`config.mk`:
```
export PLATFORM = sky130hd
export DESIGN_NAME = fifo_wr_arbiter
export DESIGN_NICKNAME = d
export VERILOG_FILES = /design/src/rtl/fifo_wr_arbiter.sv
export SDC_FILE = /design/constraint.sdc
export NUM_CORES = 1
export LEC_CHECK = 0
export CAP_MARGIN = 20
export CORE_ASPECT_RATIO = 0.75
export CORE_MARGIN = 4
export CORE_UTILIZATION = 32
export CTS_CLUSTER_SIZE = 16
export DETAILED_ROUTE_END_ITERATION = 6
export PLACE_DENSITY = 0.82
export SYNTH_ARGS = -nofsm -noshare
export SYNTH_HDL_FRONTEND = slang
export SYNTH_SLANG_ARGS = --single-unit
```
`constraint.sdc`:
```
create_clock -name clk -period 1.66 [get_ports clk]
set_input_delay 0.166 -clock clk [delete_from_list [all_inputs] [get_ports clk]]
set_output_delay 0.166 -clock clk [all_outputs]
set_load 0.005 [all_outputs]
```
`src/rtl/fifo_wr_arbiter.sv`:
```
// Round-robin burst arbiter sharing one FIFO write port among N_REQ producers.
// Optional macro FIFO_WR_ARB_AF_THROTTLE_EN restricts arbitration to requester 0 while almost full.
module fifo_wr_arbiter #(
    parameter int N_REQ      = 4,
    parameter int DATA_WIDTH = 8,
    parameter int MAX_BURST  = 4
) (
    input  logic                          clk,
    input  logic                          arst_n,
    input  logic [N_REQ-1:0]              req,
    input  logic [N_REQ*DATA_WIDTH-1:0]   req_data,
    output logic [N_REQ-1:0]              gnt,
    output logic                          fifo_wr_en,
    output logic [DATA_WIDTH-1:0]         fifo_wr_data,
    input  logic                          fifo_full,
    input  logic                          fifo_almost_full,
    output logic [$clog2(N_REQ)-1:0]      owner_id,
    output logic                          busy
);

    localparam int ID_W = $clog2(N_REQ);
    localparam int IW1  = ID_W + 1;
    localparam int BC_W = $clog2(MAX_BURST) + 1;

    typedef enum logic [0:0] {
        ST_IDLE  = 1'b0,
        ST_BURST = 1'b1
    } state_t;

    state_t                 state_r, state_s;
    logic [ID_W-1:0]        owner_id_r, owner_id_s;
    logic [ID_W-1:0]        rr_ptr_r, rr_ptr_s;
    logic [BC_W-1:0]        beat_cnt_r, beat_cnt_s;

    logic [N_REQ-1:0]       arb_req_s;
    logic [ID_W-1:0]        pick_s;
    logic                   pick_vld_s;
    logic [IW1-1:0]         idx_s;
    logic                   owner_req_s;
    logic                   accept_s;
    logic                   af_cut_s;
    logic [N_REQ-1:0]       gnt_s;
    logic                   wr_en_s;
    logic [DATA_WIDTH-1:0]  wr_data_s;

`ifdef FIFO_WR_ARB_AF_THROTTLE_EN
    // Almost-full narrows arbitration to the control channel and cuts other bursts short
    always_comb begin
        if (fifo_almost_full) begin
            arb_req_s = {{(N_REQ-1){1'b0}}, req[0]};
        end else begin
            arb_req_s = req;
        end
        af_cut_s = fifo_almost_full && (owner_id_r != {ID_W{1'b0}});
    end
`else
    logic unused_af_s;
    assign unused_af_s = fifo_almost_full;

    // Plain round-robin: almost-full has no influence
    always_comb begin
        arb_req_s = req;
        af_cut_s  = 1'b0;
    end
`endif

    // Rotating priority pick: scanning downward lets the lowest offset from rr_ptr win
    always_comb begin
        pick_vld_s = 1'b0;
        pick_s     = {ID_W{1'b0}};
        idx_s      = {IW1{1'b0}};
        for (int i = N_REQ - 1; i >= 0; i--) begin
            idx_s = {1'b0, rr_ptr_r} + IW1'(i);
            if (idx_s >= IW1'(N_REQ)) begin
                idx_s = idx_s - IW1'(N_REQ);
            end else begin
                idx_s = idx_s;
            end
            if (arb_req_s[idx_s[ID_W-1:0]]) begin
                pick_vld_s = 1'b1;
                pick_s     = idx_s[ID_W-1:0];
            end else begin
                pick_vld_s = pick_vld_s;
            end
        end
    end

    assign owner_req_s = req[owner_id_r];
    assign accept_s    = (state_r == ST_BURST) && owner_req_s && !fifo_full;

    // Next-state logic plus the combinational beat accept onto the write port
    always_comb begin
        state_s    = state_r;
        owner_id_s = owner_id_r;
        rr_ptr_s   = rr_ptr_r;
        beat_cnt_s = beat_cnt_r;
        gnt_s      = {N_REQ{1'b0}};
        wr_en_s    = 1'b0;
        wr_data_s  = {DATA_WIDTH{1'b0}};
        case (state_r)
            ST_IDLE: begin
                if (pick_vld_s) begin
                    owner_id_s = pick_s;
                    beat_cnt_s = {BC_W{1'b0}};
                    state_s    = ST_BURST;
                end else begin
                    state_s    = ST_IDLE;
                end
            end
            ST_BURST: begin
                if (accept_s) begin
                    gnt_s[owner_id_r] = 1'b1;
                    wr_en_s           = 1'b1;
                    wr_data_s         = req_data[owner_id_r*DATA_WIDTH +: DATA_WIDTH];
                    beat_cnt_s        = beat_cnt_r + {{(BC_W-1){1'b0}}, 1'b1};
                end else begin
                    beat_cnt_s        = beat_cnt_r;
                end
                if (!owner_req_s ||
                    (accept_s && ((beat_cnt_r == BC_W'(MAX_BURST - 1)) || af_cut_s))) begin
                    state_s = ST_IDLE;
                    if (owner_id_r == ID_W'(N_REQ - 1)) begin
                        rr_ptr_s = {ID_W{1'b0}};
                    end else begin
                        rr_ptr_s = owner_id_r + {{(ID_W-1){1'b0}}, 1'b1};
                    end
                end else begin
                    state_s = ST_BURST;
                end
            end
            default: begin
                state_s = ST_IDLE;
            end
        endcase
    end

    // State, ownership, rotation pointer and beat counter registers
    always_ff @(posedge clk or negedge arst_n) begin
        if (!arst_n) begin
            state_r    <= ST_IDLE;
            owner_id_r <= {ID_W{1'b0}};
            rr_ptr_r   <= {ID_W{1'b0}};
            beat_cnt_r <= {BC_W{1'b0}};
        end else begin
            state_r    <= state_s;
            owner_id_r <= owner_id_s;
            rr_ptr_r   <= rr_ptr_s;
            beat_cnt_r <= beat_cnt_s;
        end
    end

    assign gnt          = gnt_s;
    assign fifo_wr_en   = wr_en_s;
    assign fifo_wr_data = wr_data_s;
    assign owner_id     = owner_id_r;
    assign busy         = (state_r == ST_BURST);

endmodule

```
# After elaboration in Yosys (flattened, before gate mapping)
# Cells that the tools add are included.
[classes] add_sub_neg=9 magnitude_cmp=10 n_eq_ne=4 shifts=1 mux=37 n_bitwise=1 reduce_logical=10
[ops] cell="indexed part select 32 x 6 -> 8 bit" n=1
[ops] cell="two-way mux 2 bit" n=9
[ops] cell="two-way mux 8 bit" n=2
[ops] cell="less-than comparator 2 x 3 -> 1 bit (second input constant)" n=5
[ops] cell="two-way mux 1 bit" n=14
[ops] cell="binary-select mux 1 bit (select 2 bit)" n=5
[ops] cell=">= comparator 3 bit (second input constant)" n=3
[ops] cell="two-way mux 4 bit" n=2
[ops] cell="subtractor 2 x 1 -> 2 bit (second input constant)" n=4
[ops] cell="adder 2 x 2 -> 3 bit (second input constant)" n=2
[ops] cell="two-way mux 3 bit" n=2
[ops] cell="one-hot mux 3 bit (2 select lines)" n=1
[ops] cell="AND reduction 2 bit" n=3
[ops] cell="logical AND 1 bit" n=4
[ops] cell="adder 2 x 1 -> 3 bit (second input constant)" n=1
[ops] cell="adder 3 x 1 -> 3 bit (second input constant)" n=1
[ops] cell="equality test 3 x 2 -> 1 bit (second input constant)" n=1
[ops] cell=">= comparator 2 x 3 -> 1 bit (second input constant)" n=1
[ops] cell="adder 2 x 1 -> 2 bit (second input constant)" n=1
[ops] cell="demux 1 bit (select 2 bit)" n=1
[ops] cell="equality test 2 bit (second input constant)" n=1
[ops] cell=">= comparator 2 x 1 -> 1 bit (second input constant)" n=1
[ops] cell="logical NOT 1 bit" n=2
[ops] cell="inequality test 2 x 1 -> 1 bit (second input constant)" n=1
[ops] cell="4 further kinds" n=4
[totals] ff_bits=8 output_inout_bits=16 word_cells=76

# Logic depth before layout (Yosys ltp)
[depth] ltp_word=11 ltp_mapped=5 ltp_nobuf=5

# Worst setup path after synthesis
# Ideal clock, no wire load.
[synth_timing] path_type="register to output" from="reg owner_id_r[1], in the netlist owner_id[1]" to="out gnt[2]" arrival_time_ns=1.505 t_required_ns=1.494 path_slack_ns=-0.011 path_stages_with_launch=5 cell_sequence="dfrtp_1 > mux4_2 > and3_4 > buf_6 > and2_4"
[synth_via] elab_chain_cells=6
[synth_rtl] element="start, declared" line_no="31" source="logic [ID_W-1:0] owner_id_r, owner_id_s;"
[synth_rtl] element="start signal, assigned" line_no="141" source="owner_id_r <= {ID_W{1'b0}};"
[synth_rtl] element="start signal, assigned" line_no="146" source="owner_id_r <= owner_id_s;"
[synth_rtl] element="less-than comparator 2 x 3 -> 1 bit (not written as such), or another cell as far along" line_no="112" source="gnt_s[owner_id_r] = 1'b1;"
[synth_rtl] element="logical AND 1 bit (not written as such) or two-way mux 1 bit (tied branches)" line_no="112, 88"
[synth_rtl] element="two-way mux 1 bit (not written as such) or logical AND 1 bit (tied branches)" line_no="112, 89"
[synth_rtl] element="demux 1 bit (select 2 bit) or logical AND 1 bit (tied branches)" line_no="112, 89"
[synth_rtl] element="two-way mux 4 bit (*)" line_no="111" source="if (accept_s) begin"
[synth_rtl] element="two-way mux 4 bit (*)" line_no="100" source="case (state_r)"
[synth_rtl] element="end, declared" line_no="12" source="output logic [N_REQ-1:0] gnt,"
# Mark *: on every way between the ends. The rest lies on a longest branch, timed or not. The select of a mux whose other input is x is not followed.

# Worst setup path after layout
[layout_timing] from="reg owner_id_r[1], in the netlist owner_id[1]" to="out gnt[3]"
# The elaborated chain is that of the path after synthesis.

==> metrics.md <==
| Metric | Value |
|---|---|
| Residual DRC count | 0 |
| Actual slew at the worst max-slew pin | 0.3554 ns |
| Most common cell after layout, fill and taps aside | clkdlybuf4s50_1 |
| Starting Density | 34.95% |
| Final net count | 204 |
| Worst Hold Class | input pin to asynchronous set/reset pin |
| Drt first-iter violations | 25 |
| Sequential power share | 17.7% |
| Synthesized area per cell | 10.63 sq um |
| Global-route wire length before repair | 4.954 mm |
| Finish-stage setup viols | 14 |
| Final Cycle Share | 114.9% |
| Internal Power | 1354 uW |
| Initial antenna violation count | 0 |
| Final hold violation count | 0 |
| Kind of start point of the critical path | flip-flop |
| DP Wirelength | 2.610 mm |
| Place WS | -0.4452 ns |
| CTS H-tree lvls | 1 |
| Sw Ratio | 36.28% |
| TritonCTS clock tree | yes |
| Count of pins over their slew limit | 0 |
| Clk_lat worst skew | 0.26 ns |
| Total congestion overflow | 0 |
| Status | finished, violations left |
| Max transition margin | 75.70% |
| Yosys top cell by area | mux4_2 |
| Synth area leaders | mux4_2, dfrtp_1, ha_1 |
| Max Clock Freq | 524.3 MHz |
| ANT cells | 0 |
| Fillers | 193 |
| Failing checks | negative setup slack |
| Mapped Nets | 125 |
| Vias/cell | 5.126 |
| Final ANT Viol Nets | 0 |
| Largest net degree at the start of global routing | 15 |
| Min Tclk post-route | 1.907 ns |
| P per Cell Area | 1253 mW/mm^2 |
| Final Skew | 0.002406 ns |
| Critical path fanouts, max | 3 |
| Die H | 52.36 microns |
| Clock Path Buffers | 2 |
| Boundary pin count | 56 |
| Clock power frac | 7.9% |
| Full die area | 0.003516 sq mm |
| Synth Register Bits | 8 |
| Synth top area share | 24.14% |
| Setup TNS Final | -2.798 ns |
| Max Cap Viol | 0 |
| Root buffer cell | clkbuf_4 |
| RSZ-0062 raised after global routing | yes |
| Tot GR Track Use | 19.58% |
| Non-Filler Instances | 191 |
| Arrival time worst endpoint | 1.74 ns |
| LEAKAGE | 0.0007309 uW |
| Total wire length | 3.439 mm |
| Mapped Cells | 79 |
| Comb power frac | 74.4% |
| Synthesized cell area | 839.6 sq um |
| VDD IR-drop max | 920.0 uV |
| GP Congestion | 0.8504 |
| Drt wl/cell | 18.01 microns |
| Util after Layout | 70.63% |
| Critical path type | flip-flop to output port |
| Setup slack after layout | -0.2472 ns |
| Core area | 0.002402 sq mm |
| Commonest non-fill, non-tap cells in the layout | clkdlybuf4s50_1, buf_6, buf_4 |
| Yosys warns | 0 |
| Yosys cell types | 32 |
| Area delta synth->final | 102.1% |
| Vias in the first global route | 984 |
| Die Width | 67.15 microns |
| TritonRoute pass-1 iters | 4 |
| Placed Cells | 178 |
| TritonCTS buffer count | 3 |
| Via count | 979 |
| Num rows | 15 |
| Share of layout cells above drive strength 1 | 42.68% |
| Sequential fraction of the synthesis area | 23.85% |
| Clock transition at path regs | 0.06 ns |
| Worst R2R Setup Slack | -0.15 ns |
| Buffers added on ports | 54 |
| Sink Count | 8 |
| Critical Path Sink Type | output port |
| Worst path required time | 1.49 ns |
| Switching Power | 771.2 uW |
kinds of logic after synthesis:
kind of cell,Yosys count,synth area share (%)
simple gates,26,19.67
compound gates,16,12.82
mux,13,29.21
buf+inv,10,5.512
flops,8,23.84
fa+ha+maj,6,8.942
path summary, 6_finish.rpt:
check	endpoint	startpoint	depth (start not counted)
worst max register to register	rr_ptr_r[1]	owner_id[1]	5
worst max-delay path	gnt[3]	owner_id[1]	5
min in group clk	beat_cnt_r[2]	beat_cnt_r[2]	2
worst min register to register	beat_cnt_r[2]	beat_cnt_r[2]	2
worst min-delay path	rr_ptr_r[0]	arst_n	1
max in group asynchronous	owner_id[0]	arst_n	1
registers in the layout (all words and copies together), names as in the netlist:
| register | cells |
|---|---|
| rr_ptr_r | 2 |
| beat_cnt_r | 3 |
| owner_id | 2 |
| busy | 1 |
metal layers:
layer	up-vias	GRT usage, %	part of all wire [%]
li1	453	-	-
met1	486	22.55	39
met2	28	35.24	53
met3	12	3.433	3.7
met4	0	8.754	3.9
met5	-	0	0
power groups by stage:
| stage | Sequential [uW] | Clock [uW] | Combinational, uW |
|---|---|---|---|
| 3_5_place_dp | 376 | 0 | 1270 |
| 3_3_place_gp | 366 | 0 | 1240 |
| 6_report | 376 | 168 | 1580 |
| 4_1_cts | 377 | 167 | 1490 |
| 2_1_floorplan | 372 | 0 | 651 |
| 5_1_grt | 394 | 178 | 1700 |
synthesized netlist by cell type:
master	n
a2111oi_0	1
a211oi_1	1
a21o_1	1
a21oi_1	3
a32o_1	1
and2_1	11
and2_4	1
and3_1	1
and3_4	1
buf_1	1
buf_2	1
buf_6	1
clkbuf_1	1
dfrtp_1	8
ha_1	6
inv_1	5
inv_2	1
mux2_1	2
mux2i_1	2
mux4_2	9
nand2_1	2
nand2b_1	3
nand3_1	2
nand4_1	1
nor2_1	2
nor3b_1	1
nor4_2	1
o211ai_1	1
o21ai_0	4
o21bai_1	1
o31ai_1	2
o41ai_1	1
cell type report:
class / count / area, sq um / share of cell area [%]
clock buffer: 4 / 26.28 / 1.549
inverter: 6 / 22.52 / 1.327
multi-input combinational: 62 / 646.9 / 38.13
sequential: 8 / 202.7 / 11.95
tap: 34 / 42.54 / 2.507
timing repair buffer: 77 / 755.7 / 44.54
repair_timing:
item	4_1_cts	5_1_grt
hold buffers	0	0
buffers inserted	7	3
pin swaps	4	1
cloned	1	0
setup endpoints to repair	14	16
resized for setup	77	9
through the flow:
| step | cell area [sq um] | power (uW) | hold WS (ns) |
|---|---|---|---|
| 5_1_grt | 1697 | 2270 | 0.1938 |
| 3_3_place_gp | 1525 | 1607 | 0.4648 |
| 6_report | 1697 | 2125 | 0.1780 |
| 4_1_cts | 1654 | 2031 | 0.1850 |
| 2_1_floorplan | 840.8 | 1024 | -0.1296 |
| 3_5_place_dp | 1525 | 1651 | 0.4655 |
critical path: stages (launching register included):
cell	delay [ns]
dfrtp_2	0.38
mux4_2	0.54
and3_4	0.19
buf_6	0.12
and2_4	0.15
buf_6	0.11
Power figures use the tool's default switching activity.
